--- src/rtl/jedro_1_ifu.sv ---
// jedro_1 instruction fetch unit: keeps the PC, issues 1-cycle-latency imem reads,
// buffers responses in a prefetch FIFO and hands {instr, addr} to the decoder.
//
// state | meaning
// RUN   | normal issue, responses pushed into the FIFO
// FLUSH | cycle after a redirect with a read outstanding; that response is dropped
module jedro_1_ifu #(
    parameter int                    DATA_WIDTH = 32,
    parameter int                    ADDR_WIDTH = 32,
    parameter int                    FIFO_DEPTH = 4,
    parameter logic [ADDR_WIDTH-1:0] BOOT_ADDR  = '0
) (
    input  logic                  clk_i,
    input  logic                  rst_i,
    output logic                  imem_en_o,
    output logic [ADDR_WIDTH-1:0] imem_addr_o,
    input  logic [DATA_WIDTH-1:0] imem_rdata_i,
    input  logic                  jmp_valid_i,
    input  logic [ADDR_WIDTH-1:0] jmp_addr_i,
    output logic [DATA_WIDTH-1:0] instr_o,
    output logic [ADDR_WIDTH-1:0] instr_addr_o,
    output logic                  instr_valid_o,
    input  logic                  instr_ready_i
);

    localparam int PW = $clog2(FIFO_DEPTH);
    localparam int CW = PW + 1;

    typedef enum logic {RUN, FLUSH} state_t;

    state_t                state_q, state_d;
    logic [ADDR_WIDTH-1:0] pc_q;
    logic [ADDR_WIDTH-1:0] req_addr_q;
    logic                  inflight_q;
    logic [PW-1:0]         rd_ptr_q, wr_ptr_q;
    logic [CW-1:0]         count_q;
    logic [CW-1:0]         occupancy;
    logic [DATA_WIDTH-1:0] fifo_data [FIFO_DEPTH];
    logic [ADDR_WIDTH-1:0] fifo_addr [FIFO_DEPTH];
    logic                  issue, push, pop, kill, not_empty;
    logic [1:0]            unused_jmp_low;

    assign unused_jmp_low = jmp_addr_i[1:0];

    // count+inflight bounded so a response always has a free slot
    assign occupancy = count_q + {{(CW-1){1'b0}}, inflight_q};
    assign issue     = !rst_i && !jmp_valid_i && (occupancy < CW'(FIFO_DEPTH));
    assign kill      = (state_q == FLUSH);
    assign push      = inflight_q && !kill && !jmp_valid_i;
    assign not_empty = (count_q != '0);
    assign pop       = instr_valid_o && instr_ready_i;

    assign imem_en_o     = issue;
    assign imem_addr_o   = pc_q;
    assign instr_valid_o = not_empty && !jmp_valid_i;
    assign instr_o       = not_empty ? fifo_data[rd_ptr_q] : '0;
    assign instr_addr_o  = not_empty ? fifo_addr[rd_ptr_q] : '0;

    always_comb begin
        state_d = state_q;
        case (state_q)
            RUN:     state_d = (jmp_valid_i && (inflight_q || issue)) ? FLUSH : RUN;
            FLUSH:   state_d = (jmp_valid_i && (inflight_q || issue)) ? FLUSH : RUN;
            default: state_d = RUN;
        endcase
    end

    always_ff @(posedge clk_i) begin
        if (rst_i) begin
            state_q    <= RUN;
            pc_q       <= BOOT_ADDR;
            req_addr_q <= '0;
            inflight_q <= 1'b0;
            rd_ptr_q   <= '0;
            wr_ptr_q   <= '0;
            count_q    <= '0;
        end else begin
            state_q    <= state_d;
            inflight_q <= issue;
            if (issue) begin
                pc_q       <= pc_q + ADDR_WIDTH'(4);
                req_addr_q <= pc_q;
            end
            if (jmp_valid_i) begin
                pc_q     <= {jmp_addr_i[ADDR_WIDTH-1:2], 2'b00};
                rd_ptr_q <= '0;
                wr_ptr_q <= '0;
                count_q  <= '0;
            end else begin
                if (push) wr_ptr_q <= wr_ptr_q + PW'(1);
                if (pop)  rd_ptr_q <= rd_ptr_q + PW'(1);
                case ({push, pop})
                    2'b10:   count_q <= count_q + CW'(1);
                    2'b01:   count_q <= count_q - CW'(1);
                    default: count_q <= count_q;
                endcase
            end
        end
    end

    // Storage needs no reset: entries are only visible while count_q covers them
    always_ff @(posedge clk_i) begin
        if (push && !rst_i) begin
            fifo_data[wr_ptr_q] <= imem_rdata_i;
            fifo_addr[wr_ptr_q] <= req_addr_q;
        end
    end

endmodule

--- config.mk ---
export PLATFORM = sky130hd
export DESIGN_NAME = jedro_1_ifu
export DESIGN_NICKNAME = d
export VERILOG_FILES = /design/src/rtl/jedro_1_ifu.sv
export SDC_FILE = /design/constraint.sdc
export NUM_CORES = 1
export LEC_CHECK = 0
export ABC_AREA = 1
export BUFFER_PORTS_ARGS = -buffer_cell sky130_fd_sc_hd__buf_2
export CAP_MARGIN = 10
export CORE_MARGIN = 4
export CORE_UTILIZATION = 58
export CTS_CLUSTER_DIAMETER = 50
export DETAILED_ROUTE_END_ITERATION = 8
export GPL_TIMING_DRIVEN = 1
export PLACE_DENSITY_LB_ADDON = 0.05
export RECOVER_POWER = 25
export SETUP_SLACK_MARGIN = 0.5
export SYNTH_ARGS = -nofsm -noshare
export SYNTH_HDL_FRONTEND = slang
export SYNTH_SLANG_ARGS = --single-unit
--- constraint.sdc ---
create_clock -name clk_i -period 5.7 [get_ports clk_i]
set_clock_uncertainty 0.15 [all_clocks]
set_input_delay 0.57 -clock clk_i [delete_from_list [all_inputs] [get_ports clk_i]]
set_output_delay 0.57 -clock clk_i [all_outputs]
set_load 0.03 [all_outputs]
==> Implementation_results.wiki, run 1 <==
{| class="wikitable"
! Metric !! Value
|-
| Complex-gate fraction of the synthesized area || between 10% and 20%
|-
| Antenna diodes || 0
|-
| Most frequent standard cell in the layout excluding fill and tap cells || sky130_fd_sc_hd__nor2_1
|-
| Met3 layer wire length in the routed design || between 1500 and 2000 um
|-
| First-pass GRT wire length || about 47000 um
|-
| Total track usage || between 20% and 30%
|-
| TritonCTS clock tree || yes
|-
| Portion of synthesized cell area occupied by the leading cell type || approximately 56%
|-
| Tightest Hold Check Type || in2reg
|-
| Post-synth cell types || 31
|-
| Number of maximum-capacitance violations || 0
|-
| Max-slew violations || 0
|-
| Number of clock buffers inserted by TritonCTS || 35
|-
| Floorplan die height || roughly 160 um
|-
| Synthesized-area fraction occupied by and/or/nand/nor cells || approximately 16%
|-
| Cell Area, Synth || approximately 13000 um^2
|-
| Via count of the first global-routing pass || ~9200
|-
| Biggest area consumer among synthesized cells || sky130_fd_sc_hd__edfxtp_1
|-
| Setup TNS Final || 0 ns
|-
| Synthesized-area fraction occupied by xor and xnor cells || less than 1%
|-
| Length of the first detailed-routing pass in iterations || 5
|-
| Minimum clock period || roughly 3.8 ns
|-
| Final Cell Area || roughly 15000 um^2
|-
| Detailed Place HPWL || around 17000 um
|-
| Max H-tree Level || 2
|-
| Cells on Worst Hold Path || 1
|-
| Synth Area in Adders || less than 1%
|-
| # resized after CTS || 0
|-
| Worst reg2reg path depth || 5
|-
| Share of synthesized area spent on multiplexers || 0%
|-
| Clock Tree Root || sky130_fd_sc_hd__clkbuf_16
|-
| Maximum buffer depth of the clock tree || 3
|-
| Post-CTS Hold Buffers || 0
|-
| Count of warnings emitted by yosys || 0
|-
| Instance count of the mapped netlist || approximately 1300
|-
| Worst-path clk slew || approximately 0.06 ns
|-
| Post-detailed-route DRC marker count || 0
|-
| Final core utilization || 68.17%
|-
| Startpoint of the worst-slack reg-to-reg timing path || inflight_q
|-
| Worst vdd rail ir drop || ~0.18 mV
|-
| Total congestion overflow after global routing || 0
|-
| Die W || between 150 and 200 um
|-
| Total area of sequential cells || roughly 8900 um^2
|-
| Signal arrival time at the worst endpoint || around 3 ns
|-
| Wire length the detailed router placed on met1 || 13000 um
|-
| Clock network latency to the later pin of the worst-skew pair || about 0.5 ns
|-
| Fraction of final layout cells sized beyond drive strength 1 || 14.96%
|-
| Buffers inserted by post-CTS timing repair || 0
|-
| Dominant combinational cell family by area after synthesis || simple AND/OR/NAND/NOR gates
|-
| Setup Crit Path Kind || reg2out
|-
| Pin count of the biggest net entering global routing || 89
|-
| Leading cell types in the layout, fill and taps excluded || sky130_fd_sc_hd__nor2_1, sky130_fd_sc_hd__edfxtp_1, sky130_fd_sc_hd__nand2_1, sky130_fd_sc_hd__o21ai_0
|-
| Capturing point of the worst reg2reg path || fifo_data[1][3]
|-
| Via density || approximately 5.4
|-
| Top layer used by detailed routing || met4
|-
| Final count of negative-setup-slack endpoints || 0
|-
| Post-Route WL || slightly below 30000 um
|-
| Number of placement rows || 55
|-
| Detailed-routed wire length on met2 || roughly 14000 um
|-
| Filler cell count in the final layout || between 1500 and 2000
|-
| Status || finished clean
|-
| Final hold viol count || 0
|-
| Number of port buffers || 159
|-
| Routed length per placed instance || approximately 17 um
|-
| Power per cell area || 328.9 nW/um^2
|-
| Setup repair after global routing missed its margin || no
|-
| Number of nets in the finished design || roughly 1500
|-
| Startpoint of the worst hold path || imem_rdata_i[26]
|-
| Element type at the critical path end || output port
|-
| Type of origin of the critical path || flop
|-
| Hold endpoint || fifo_data[2][26]
|-
| Core Region || roughly 23000 um^2
|-
| Worst-Margin Slew || 0.9741 ns
|-
| Relative area change from synthesis to final layout || 15.76%
|-
| Max Fanout on Critical Path || 88
|-
| Achievable Freq || 263.0 MHz
|-
| Relative max-transition margin || a little over a third
|-
| Synth top area cells || sky130_fd_sc_hd__edfxtp_1, sky130_fd_sc_hd__dfxtp_1, sky130_fd_sc_hd__nor2_1
|-
| Cell area after placement || about 14000 um^2
|-
| Data required time at the worst endpoint || 4.98 ns
|-
| Via count of the routed design || roughly 9500
|-
| Antenna violations before repair || 0
|-
| Seq/Total Area, Yosys || 66.72%
|-
| Weighted congestion reported at the end of routability-driven placement || 0.9169
|-
| DRT iter0 DRCs || between 600 and 700
|-
| Hold slack || approximately 0.17 ns
|-
| Avg Synthesized Cell Area || just over 10 um^2
|-
| Detail Route Antenna Nets || 0
|-
| Die Area || about 25000 um^2
|-
| Ports placed on the boundary || between 150 and 200
|-
| Number of flip-flops and latches in the synthesized netlist || about 320
|-
| Minimum setup slack among reg-to-reg paths || around 3 ns
|-
| Starting Density || between 50% and 60%
|-
| Area occupied by multi-input gates || about 3900 um^2
|-
| Ratio of final minimum period to clock period || 66.71%
|-
| Clock sinks || between 300 and 400
|-
| P_leak || between 0.005 and 0.006 uW
|}
[cells in the mapped netlist]
cell	instances
sky130_fd_sc_hd__conb_1	1
sky130_fd_sc_hd__nand4_1	1
sky130_fd_sc_hd__nor2_4	6
sky130_fd_sc_hd__o21bai_1	4
sky130_fd_sc_hd__and2_1	2
sky130_fd_sc_hd__nor2_2	4
sky130_fd_sc_hd__nand2_4	1
sky130_fd_sc_hd__a22oi_1	2
sky130_fd_sc_hd__nor3_4	1
sky130_fd_sc_hd__nor2_1	294
sky130_fd_sc_hd__a21oi_1	127
sky130_fd_sc_hd__edfxtp_1	248
sky130_fd_sc_hd__xnor2_1	5
sky130_fd_sc_hd__inv_2	4
sky130_fd_sc_hd__o21ai_0	159
sky130_fd_sc_hd__a211oi_1	1
sky130_fd_sc_hd__dfxtp_1	71
sky130_fd_sc_hd__nand2_1	162
sky130_fd_sc_hd__nor3_1	2
sky130_fd_sc_hd__nand3_2	1
sky130_fd_sc_hd__nand3_1	53
sky130_fd_sc_hd__buf_6	3
sky130_fd_sc_hd__buf_4	5
sky130_fd_sc_hd__fa_1	1
sky130_fd_sc_hd__buf_2	20
sky130_fd_sc_hd__nor2_8	1
sky130_fd_sc_hd__xor2_1	2
sky130_fd_sc_hd__ha_1	6
sky130_fd_sc_hd__clkbuf_1	45
sky130_fd_sc_hd__nand2_2	2
sky130_fd_sc_hd__inv_1	68
[sequential cells by signal, summed over array words and instances (netlist names), named ones only]
signal       count
fifo_addr      120
kill             1
wr_ptr_q         2
inflight_q       1
rd_ptr_q         2
imem_addr_o     30
fifo_data      128
req_addr_q      30
count_q          3
[stage by stage]
| step | worst slack (ns) | std cells | total power [uW] |
|---|---|---|---|
| after floorplan | 1.485 | 1305 | 2785 |
| after detailed placement | 2.349 | 1689 | 2879 |
| after CTS | 1.829 | 1749 | 5101 |
| after global routing | 1.672 | 1749 | 5231 |
| final | 1.898 | 1749 | 5060 |
| after global placement | 2.333 | 1689 | 2875 |
[worst max path at each step]
stage / slack, ns / endpoint / start / depth (start not counted)
floorplan: 1.48 / fifo_addr[0][10] / jmp_valid_i / 4
global placement: 2.33 / fifo_addr[1][29] / jmp_valid_i / 5
detailed placement: 2.35 / fifo_data[1][5] / jmp_valid_i / 5
CTS: 1.83 / instr_addr_o[13] / flop / 5
global route: 1.67 / instr_addr_o[13] / flop / 5
finish: 1.90 / instr_addr_o[13] / flop / 5
[power by group]
part / internal (uW) / leakage, uW / total [uW] / switching (uW)
clock network: 1360 / 0.000564 / 2230 / 869
registers: 2540 / 0.00288 / 2580 / 40.3
logic: 71.2 / 0.00235 / 251 / 180
total: 3970 / 0.00580 / 5060 / 1090
[worst max-delay path: stages, from the launching register on]
cell,delay (ns)
sky130_fd_sc_hd__dfxtp_4,0.50
sky130_fd_sc_hd__inv_2,0.47
sky130_fd_sc_hd__buf_4,0.74
sky130_fd_sc_hd__o21ai_0,0.25
sky130_fd_sc_hd__a21oi_1,0.30
sky130_fd_sc_hd__buf_2,0.26
[area by class of cell]
cell class | instances | area share, %
multi-input cells | 841 | 25.05
flip-flops and latches | 319 | 57.67
well taps | 285 | 2.318
clock inverters | 15 | 1.090
inverters | 72 | 1.757
repair buffers | 172 | 5.709
clock buffers | 45 | 6.408
[logic make-up after synthesis]
family                   after synthesis
XOR/XNOR                               7
AO/OA/AOI/OAI                        293
AND/OR/NAND/NOR                      530
adder cells (fa/ha/maj)                7
other                                  1
buffers and inverters                145
flip-flops                           319
[per-layer routing]
layer | up-vias | GRT usage (%)
li1 | 4700 | -
met1 | 4405 | 31.32
met2 | 317 | 37.72
met3 | 39 | 3.909
met4 | 0 | 6.982
met5 | - | 0
No activity file was read; power rests on OpenSTA's default activity.
==> run 2, diff against run 1 <==
Settings changed: CORE_UTILIZATION 58 to 52.
Clock period 5.7 ns to 3.2 ns, I/O delays scaled along.
==> run 2 against run 1 <==
Wire length up 1.9%. Final area up 5.3%. Largest power group unchanged. Non-clock buffer count up 60. Global-route usage down 1.7 points. First-iteration DRC count up 12%. Clock-buffer cell count up 1. Combinational power up 100%.
==> Implementation_results.wiki, run 2 (synthesized netlist as in run 1, its figures left out) <==
{| class="wikitable"
! Metric !! Value
|-
| Starting Density || 52.78% (was 58.89%)
|-
| Count of placed standard cells including taps || 1739 (was 1689)
|-
| Worst vdd rail ir drop || 0.3661 mV (was 0.1770 mV)
|-
| Setup repair after global routing missed its margin || no (unchanged)
|-
| Filler cell count in the final layout || 2041 (was 1774)
|-
| Max H-tree Level || 2 (unchanged)
|-
| Relative area change from synthesis to final layout || 21.88% (was 15.76%)
|-
| Startpoint of the worst-slack reg-to-reg timing path || count_q[0] (was inflight_q)
|-
| Met3 usage in global routing || 3.663% (was 3.909%)
|-
| Number of maximum-capacitance violations || 0 (unchanged)
|-
| Setup Crit Path Kind || reg2out (unchanged)
|-
| Die W || 167.9 um (was 159.4 um)
|-
| Tightest Hold Check Type || in2reg (unchanged)
|-
| Fraction of final layout cells sized beyond drive strength 1 || 15.97% (was 14.96%)
|-
| Number of clock buffers inserted by TritonCTS || 36 (was 35)
|-
| Buffers inserted by post-CTS timing repair || 0 (unchanged)
|-
| Clock network latency to the later pin of the worst-skew pair || 0.52 ns (was 0.50 ns)
|-
| Number of nets in the finished design || 1577 (was 1516)
|-
| Final Non-Filler Cells || 1858 (was 1749)
|-
| Total congestion overflow after global routing || 0 (unchanged)
|-
| Flip-flop count of the largest register, all copies and words added || 128 (unchanged)
|-
| Total track usage || 21.12% (was 22.80%)
|-
| Detailed Place HPWL || 16820 um (was 17000 um)
|-
| Status || finished clean (unchanged)
|-
| Signal arrival time at the worst endpoint || 2.11 ns (was 3.08 ns)
|-
| Final core utilization || 64.33% (was 68.17%)
|-
| Detail Route Antenna Nets || 0 (unchanged)
|-
| Clock Tree Root || sky130_fd_sc_hd__clkbuf_16 (unchanged)
|-
| Pin count of the biggest net entering global routing || 75 (was 89)
|-
| Antenna diodes || 0 (unchanged)
|-
| Achievable Freq || roughly 390 MHz
|-
| Routing usage on met1 || 29.02% (was 31.32%)
|-
| Largest registers || fifo_data x128, fifo_addr x120 (unchanged)
|-
| Number of port buffers || 159 (unchanged)
|-
| Most frequent standard cell in the layout excluding fill and tap cells || sky130_fd_sc_hd__nor2_1 (unchanged)
|-
| Length of the first detailed-routing pass in iterations || 5 (unchanged)
|-
| Post-Route WL || 29980 um (was 29420 um)
|-
| Max Fanout on Critical Path || 44 (was 88)
|-
| Worst-path clk slew || 0.06 ns (about the same)
|-
| Area occupied by multi-input gates || 3854 um^2 (unchanged)
|-
| Startpoint of the worst hold path || jmp_addr_i[17] (was imem_rdata_i[26])
|-
| Final count of negative-setup-slack endpoints || 0 (unchanged)
|-
| Antenna violations before repair || 0 (unchanged)
|-
| Post-detailed-route DRC marker count || 0 (unchanged)
|-
| Core Region || 25180 um^2 (was 22570 um^2)
|-
| Clock sinks || 319 (unchanged)
|-
| Worst-Margin Slew || 0.6613 ns (was 0.9741 ns)
|-
| Routed length per placed instance || 16.14 um (was 16.82 um)
|-
| Element type at the critical path end || output port (unchanged)
|-
| Setup TNS Final || 0 ns (unchanged)
|-
| First-pass GRT wire length || 48310 um (was 47070 um)
|-
| Leading cell types in the layout, fill and taps excluded || sky130_fd_sc_hd__nor2_1, sky130_fd_sc_hd__edfxtp_1, sky130_fd_sc_hd__nand2_1, sky130_fd_sc_hd__o21ai_0, sky130_fd_sc_hd__buf_2 (was sky130_fd_sc_hd__nor2_1, sky130_fd_sc_hd__edfxtp_1, sky130_fd_sc_hd__nand2_1, sky130_fd_sc_hd__o21ai_0)
|-
| Relative max-transition margin || 55.91% (was 34.90%)
|-
| TritonCTS clock tree || yes (unchanged)
|-
| Final hold viol count || 0 (unchanged)
|-
| Via density || 5.172 (was 5.409)
|-
| Data required time at the worst endpoint || 2.73 ns (was 4.98 ns)
|-
| DRT iter0 DRCs || 688 (was 613)
|-
| Die Area || 28180 um^2 (was 25400 um^2)
|-
| Via count of the routed design || 9610 (was 9461)
|-
| Max-slew violations || 0 (unchanged)
|-
| Busiest layer in global routing || met2 (unchanged)
|-
| Type of origin of the critical path || flop (unchanged)
|-
| Weighted congestion reported at the end of routability-driven placement || 0.8284 (was 0.9169)
|-
| Minimum clock period || around 2.6 ns
|-
| Ratio of final minimum period to clock period || roughly four fifths
|-
| P_leak || 0.006161 uW (was 0.005797 uW)
|-
| Number of placement rows || 58 (was 55)
|-
| Largest register by flop count || fifo_data (unchanged)
|-
| Met2 layer usage reported by global route || 35.59% (was 37.72%)
|-
| Maximum buffer depth of the clock tree || 3 (unchanged)
|-
| Via count of the first global-routing pass || 9389 (was 9222)
|-
| Floorplan die height || 167.9 um (was 159.4 um)
|-
| Power per cell area || 571.2 nW/um^2 (was 328.9 nW/um^2)
|-
| Ports placed on the boundary || 166 (unchanged)
|-
| Total area of sequential cells || 8874 um^2 (unchanged)
|}
-- run 2: cell count changes in the layout (fill, tap and decap cells not counted), moves of 2 or more --
cell | before | now
sky130_fd_sc_hd__dlygate4sd3_1 | 0 | 55
sky130_fd_sc_hd__buf_2 | 127 | 146
sky130_fd_sc_hd__clkbuf_1 | 37 | 20
sky130_fd_sc_hd__buf_12 | 2 | 6
sky130_fd_sc_hd__buf_4 | 11 | 7
sky130_fd_sc_hd__buf_6 | 0 | 3
sky130_fd_sc_hd__clkbuf_8 | 3 | 1
sky130_fd_sc_hd__inv_2 | 4 | 2
sky130_fd_sc_hd__inv_4 | 0 | 2
-- run 2: through the flow --
stage	hold WS [ns]	instance area (um^2)	total power, uW	setup slack [ns]
floorplan	0.2689	13310	4960	0.2277
global placement	0.2988	14430	5129	0.6587
detailed placement	0.2992	14430	5136	0.6448
CTS	0.002505	16200	9314	0.5383
global route	0.02700	16200	9554	0.5126
finish	0.01846	16200	9252	0.6198
-- run 2: worst paths after layout --
kind | end | slack (ns) | cells past startpoint
max | instr_addr_o[20] | 0.62 | 6
min | imem_addr_o[17] | 0.02 | 5
max reg2reg | count_q[2] | 0.94 | 9
min reg2reg | flop | 0.31 | 2
-- run 2: critical path: stages (launching register included) --
cell and delay (ns):
sky130_fd_sc_hd__dfxtp_4 0.46, sky130_fd_sc_hd__buf_8 0.30, sky130_fd_sc_hd__nor2_1 0.09, sky130_fd_sc_hd__nor2_1 0.08, sky130_fd_sc_hd__o21ai_0 0.09, sky130_fd_sc_hd__a21oi_1 0.29
sky130_fd_sc_hd__buf_2 0.26
-- run 2: timing repair --
| item | in CTS | in global routing |
|---|---|---|
| endpoints found under the hold margin | 151 | 0 |
| hold buffers | 55 | 0 |
| endpoints found under the setup margin | 6 | 40 |
| resized for setup | 4 | 6 |
-- run 2: report_power, final --
group | switching (uW) | total [uW] | internal [uW]
registers | 70.7 | 4590 | 4520
clock network | 1610 | 4150 | 2540
logic | 332 | 512 | 180
total | 2020 | 9250 | 7240
-- run 2: routing by layer --
metal  wire length (um)  part of all wire, %
met4                346                  1.2
met1              13550                   45
met5                  0                    0
met3               1784                  6.0
met2              14300                   48
-- run 2: final cells by class --
cell class | count | area share (%)
sequential | 319 | 54.78
multi-input combinational | 841 | 23.79
timing repair buffer | 232 | 9.747
clock buffer | 46 | 6.117
tap | 330 | 2.549
inverter | 72 | 1.699
clock inverter | 18 | 1.321
==> run 3, diff against run 2 <==
Settings changed: CORE_UTILIZATION 52 to 58.
Clock period 3.2 ns to 2.5 ns, I/O delays scaled along.
==> run 3 against run 2 <==
Critical endpoint is now instr_addr_o[19]. Die area down 9.9%. Combinational power up 60%. Sequential power grew 28%. Critical path type unchanged. Sequential cell count is the same. Hold slack better by 0.0055 ns. Final area rose by 11%.
==> Implementation_results.wiki, run 3 (synthesized netlist as in run 1, its figures left out) <==
{| class="wikitable"
! Metric !! Value
|-
| Core Region || 22570 um^2 (was 25180 um^2)
|-
| Length of the first detailed-routing pass in iterations || 5 (unchanged)
|-
| Leading cell types in the layout, fill and taps excluded || sky130_fd_sc_hd__nor2_1, sky130_fd_sc_hd__edfxtp_1, sky130_fd_sc_hd__nand2_1, sky130_fd_sc_hd__a21oi_1, sky130_fd_sc_hd__buf_2 (was sky130_fd_sc_hd__nor2_1, sky130_fd_sc_hd__edfxtp_1, sky130_fd_sc_hd__nand2_1, sky130_fd_sc_hd__o21ai_0, sky130_fd_sc_hd__buf_2)
|-
| Weighted congestion reported at the end of routability-driven placement || 0.8788 (was 0.8284)
|-
| Post-Route WL || 39220 um (was 29980 um)
|-
| Maximum buffer depth of the clock tree || 3 (unchanged)
|-
| Antenna diodes || 0 (unchanged)
|-
| Via density || 5.679 (was 5.172)
|-
| Worst reg2reg path depth || 9 (unchanged)
|-
| Final Non-Filler Cells || 1877 (was 1858)
|-
| Clock network latency to the later pin of the worst-skew pair || 0.51 ns (was 0.52 ns)
|-
| Max H-tree Level || 2 (unchanged)
|-
| Type of origin of the critical path || flop (unchanged)
|-
| Worst-path clk slew || 0.06 ns (about the same)
|-
| Die Area || 25400 um^2 (was 28180 um^2)
|-
| Clock Tree Root || sky130_fd_sc_hd__clkbuf_16 (unchanged)
|-
| First-pass GRT wire length || 55070 um (was 48310 um)
|-
| Number of nets in the finished design || 1644 (was 1577)
|-
| Buffer and inverter count on the worst path || 5 (was 2)
|-
| Setup repair after global routing missed its margin || yes (was no)
|-
| Cell class contributing the biggest share of worst-path delay || buffers and inverters (unchanged)
|-
| Cell mode on critical path || sky130_fd_sc_hd__buf_12 (was sky130_fd_sc_hd__nor2_1)
|-
| Largest register by flop count || fifo_data (unchanged)
|-
| Filler cell count in the final layout || 1313 (was 2041)
|-
| Pin count of the biggest net entering global routing || 63 (was 75)
|-
| Total area of sequential cells || 8882 um^2 (was 8874 um^2)
|-
| Worst-Margin Slew || 0.5260 ns (was 0.6613 ns)
|-
| TritonCTS clock tree || yes (unchanged)
|-
| Minimum setup slack after placement || 0.3420 ns (was 0.6448 ns)
|-
| Via count of the first global-routing pass || 10130 (was 9389)
|-
| Area occupied by multi-input gates || 4315 um^2 (was 3854 um^2)
|-
| Final count of negative-setup-slack endpoints || 0 (unchanged)
|-
| Max Fanout on Critical Path || 6 (was 44)
|-
| Power per cell area || 646.0 nW/um^2 (was 571.2 nW/um^2)
|-
| Minimum setup slack among reg-to-reg paths || 0.35 ns (was 0.94 ns)
|-
| Number of placement rows || 55 (was 58)
|-
| Routed length per placed instance || 20.90 um (was 16.14 um)
|-
| Ports placed on the boundary || 166 (unchanged)
|-
| Post-detailed-route DRC marker count || 0 (unchanged)
|-
| Max-slew violations || 0 (unchanged)
|-
| DRT iter0 DRCs || 863 (was 688)
|-
| Critical path's largest stage delay || 0.39 ns (was 0.46 ns)
|-
| Relative area change from synthesis to final layout || 35.61% (was 21.88%)
|-
| Die W || 159.4 um (was 167.9 um)
|-
| Fraction of final layout cells sized beyond drive strength 1 || 23.81% (was 15.97%)
|-
| Most frequent standard cell in the layout excluding fill and tap cells || sky130_fd_sc_hd__nor2_1 (unchanged)
|-
| Relative max-transition margin || 64.82% (was 55.91%)
|-
| Total congestion overflow after global routing || 0 (unchanged)
|-
| Worst path slowest cell || sky130_fd_sc_hd__dfxtp_4 (unchanged)
|-
| Number of maximum-capacitance violations || 0 (unchanged)
|-
| Number of clock buffers inserted by TritonCTS || 36 (unchanged)
|-
| Clock sinks || 319 (unchanged)
|-
| Detailed Place HPWL || 17160 um (was 16820 um)
|-
| Data required time at the worst endpoint || 2.10 ns (was 2.73 ns)
|-
| Startpoint of the worst-slack reg-to-reg timing path || count_q[1] (was count_q[0])
|-
| Final WS setup || 0.07137 ns (was 0.6198 ns)
|-
| Tightest Hold Check Type || in2reg (unchanged)
|-
| Count of placed standard cells including taps || 1701 (was 1739)
|-
| Detail Route Antenna Nets || 0 (unchanged)
|-
| Achievable Freq || 411.8 MHz
|-
| Setup Crit Path Kind || reg2out (unchanged)
|-
| Via count of the routed design || 10660 (was 9610)
|-
| Antenna violations before repair || 0 (unchanged)
|-
| Status || finished clean (unchanged)
|-
| Flip-flop count of the largest register, all copies and words added || 128 (unchanged)
|-
| Number of stages on the worst setup path || 9 (was 6)
|-
| Signal arrival time at the worst endpoint || 2.03 ns (was 2.11 ns)
|-
| Final hold viol count || 0 (unchanged)
|-
| Worst vdd rail ir drop || 0.4695 mV (was 0.3661 mV)
|-
| Total track usage || 27.32% (was 21.12%)
|-
| Critical Path Sink || instr_addr_o[19] (was instr_addr_o[20])
|-
| Largest registers || fifo_data x128, fifo_addr x120 (unchanged)
|-
| Element type at the critical path end || output port (unchanged)
|-
| Hold slack || 0.02393 ns (was 0.01846 ns)
|-
| Crit path cell chain || buf_12, buf_12, clkbuf_16, buf_4, nor2_4, nor2_2, o21ai_2, a21oi_4, buf_6 (was buf_8, nor2_1, nor2_1, o21ai_0, a21oi_1, buf_2)
|-
| Number of port buffers || 159 (unchanged)
|-
| Total power || 11640 uW (was 9252 uW)
|-
| Starting Density || 58.89% (was 52.78%)
|-
| Ratio of final minimum period to clock period || a little over nine tenths
|-
| Floorplan die height || 159.4 um (was 167.9 um)
|-
| P_leak || 0.006800 uW (was 0.006161 uW)
|-
| Setup TNS Final || 0 ns (unchanged)
|-
| Minimum clock period || 2.429 ns
|-
| Capturing point of the worst reg2reg path || count_q[2] (unchanged)
|}
-- run 3: changes by cell type in the layout (fill, tap and decap cells not counted), moves of 21 or more --
| cell | change |
|---|---|
| sky130_fd_sc_hd__o21ai_0 | -81 |
| sky130_fd_sc_hd__buf_2 | -65 |
| sky130_fd_sc_hd__o21ai_1 | +58 |
| sky130_fd_sc_hd__buf_4 | +55 |
| sky130_fd_sc_hd__nor2_1 | -29 |
| sky130_fd_sc_hd__buf_6 | +24 |
| sky130_fd_sc_hd__a21oi_1 | -23 |
| sky130_fd_sc_hd__nor2_4 | +21 |
-- run 3: layout make-up --
cell class              count  area share (%)
flip-flops and latches    319           49.28
multi-input cells         841           23.94
repair buffers            299           17.08
clock buffers              45           5.414
well taps                 285           1.978
inverters                  72           1.638
clock inverters            16          0.6664
-- run 3: power breakdown --
group	internal (uW)	switching, uW
Combinational	327	492
Sequential	5780	95.7
Clock	2880	2070
Total	8990	2650
-- run 3: worst min-delay path by stage --
stage,start,end,slack [ns],depth (start not counted)
floorplan,imem_rdata_i[0],fifo_data[0][0],0.20,0
global placement,rd_ptr_q[1],flop,0.29,2
detailed placement,rd_ptr_q[1],flop,0.30,2
CTS,rst_i,flop,0.03,4
global route,instr_ready_i,flop,0.05,4
finish,rst_i,flop,0.02,4
-- run 3: stage by stage --
stage               area [um^2]  util [%]
finish                    18020     79.86
global route              18020     79.86
CTS                       17160     76.01
detailed placement        14460     64.06
global placement          14460     64.06
floorplan                 13360         -
-- run 3: worst reg2reg max path, delay by kind of cell (launching register included) --
kind	cells	cell delay, ns
buf+inv	1	0.05
compound gates	4	0.48
simple gates	2	0.35
flops	1	0.40
fa+ha+maj	2	0.61
-- run 3: what timing repair did --
| item | in CTS | in global routing |
|---|---|---|
| gates cloned | 20 | 12 |
| setup buffers | 11 | 8 |
| gates resized for setup | 120 | 223 |
| endpoints found under the setup margin | 65 | 83 |
| hold endpoints to repair | 164 | 0 |
| pin swaps | 21 | 73 |
| hold buffers | 64 | 0 |
-- run 3: routing by layer --
metal  vias up  global-route usage, %  wire (um)
li1       4987                      -          -
met1      5056                  35.97      15260
met2       513                  45.74      19200
met3       103                  5.074       3139
met4         0                  10.10       1614
met5         -                      0          0
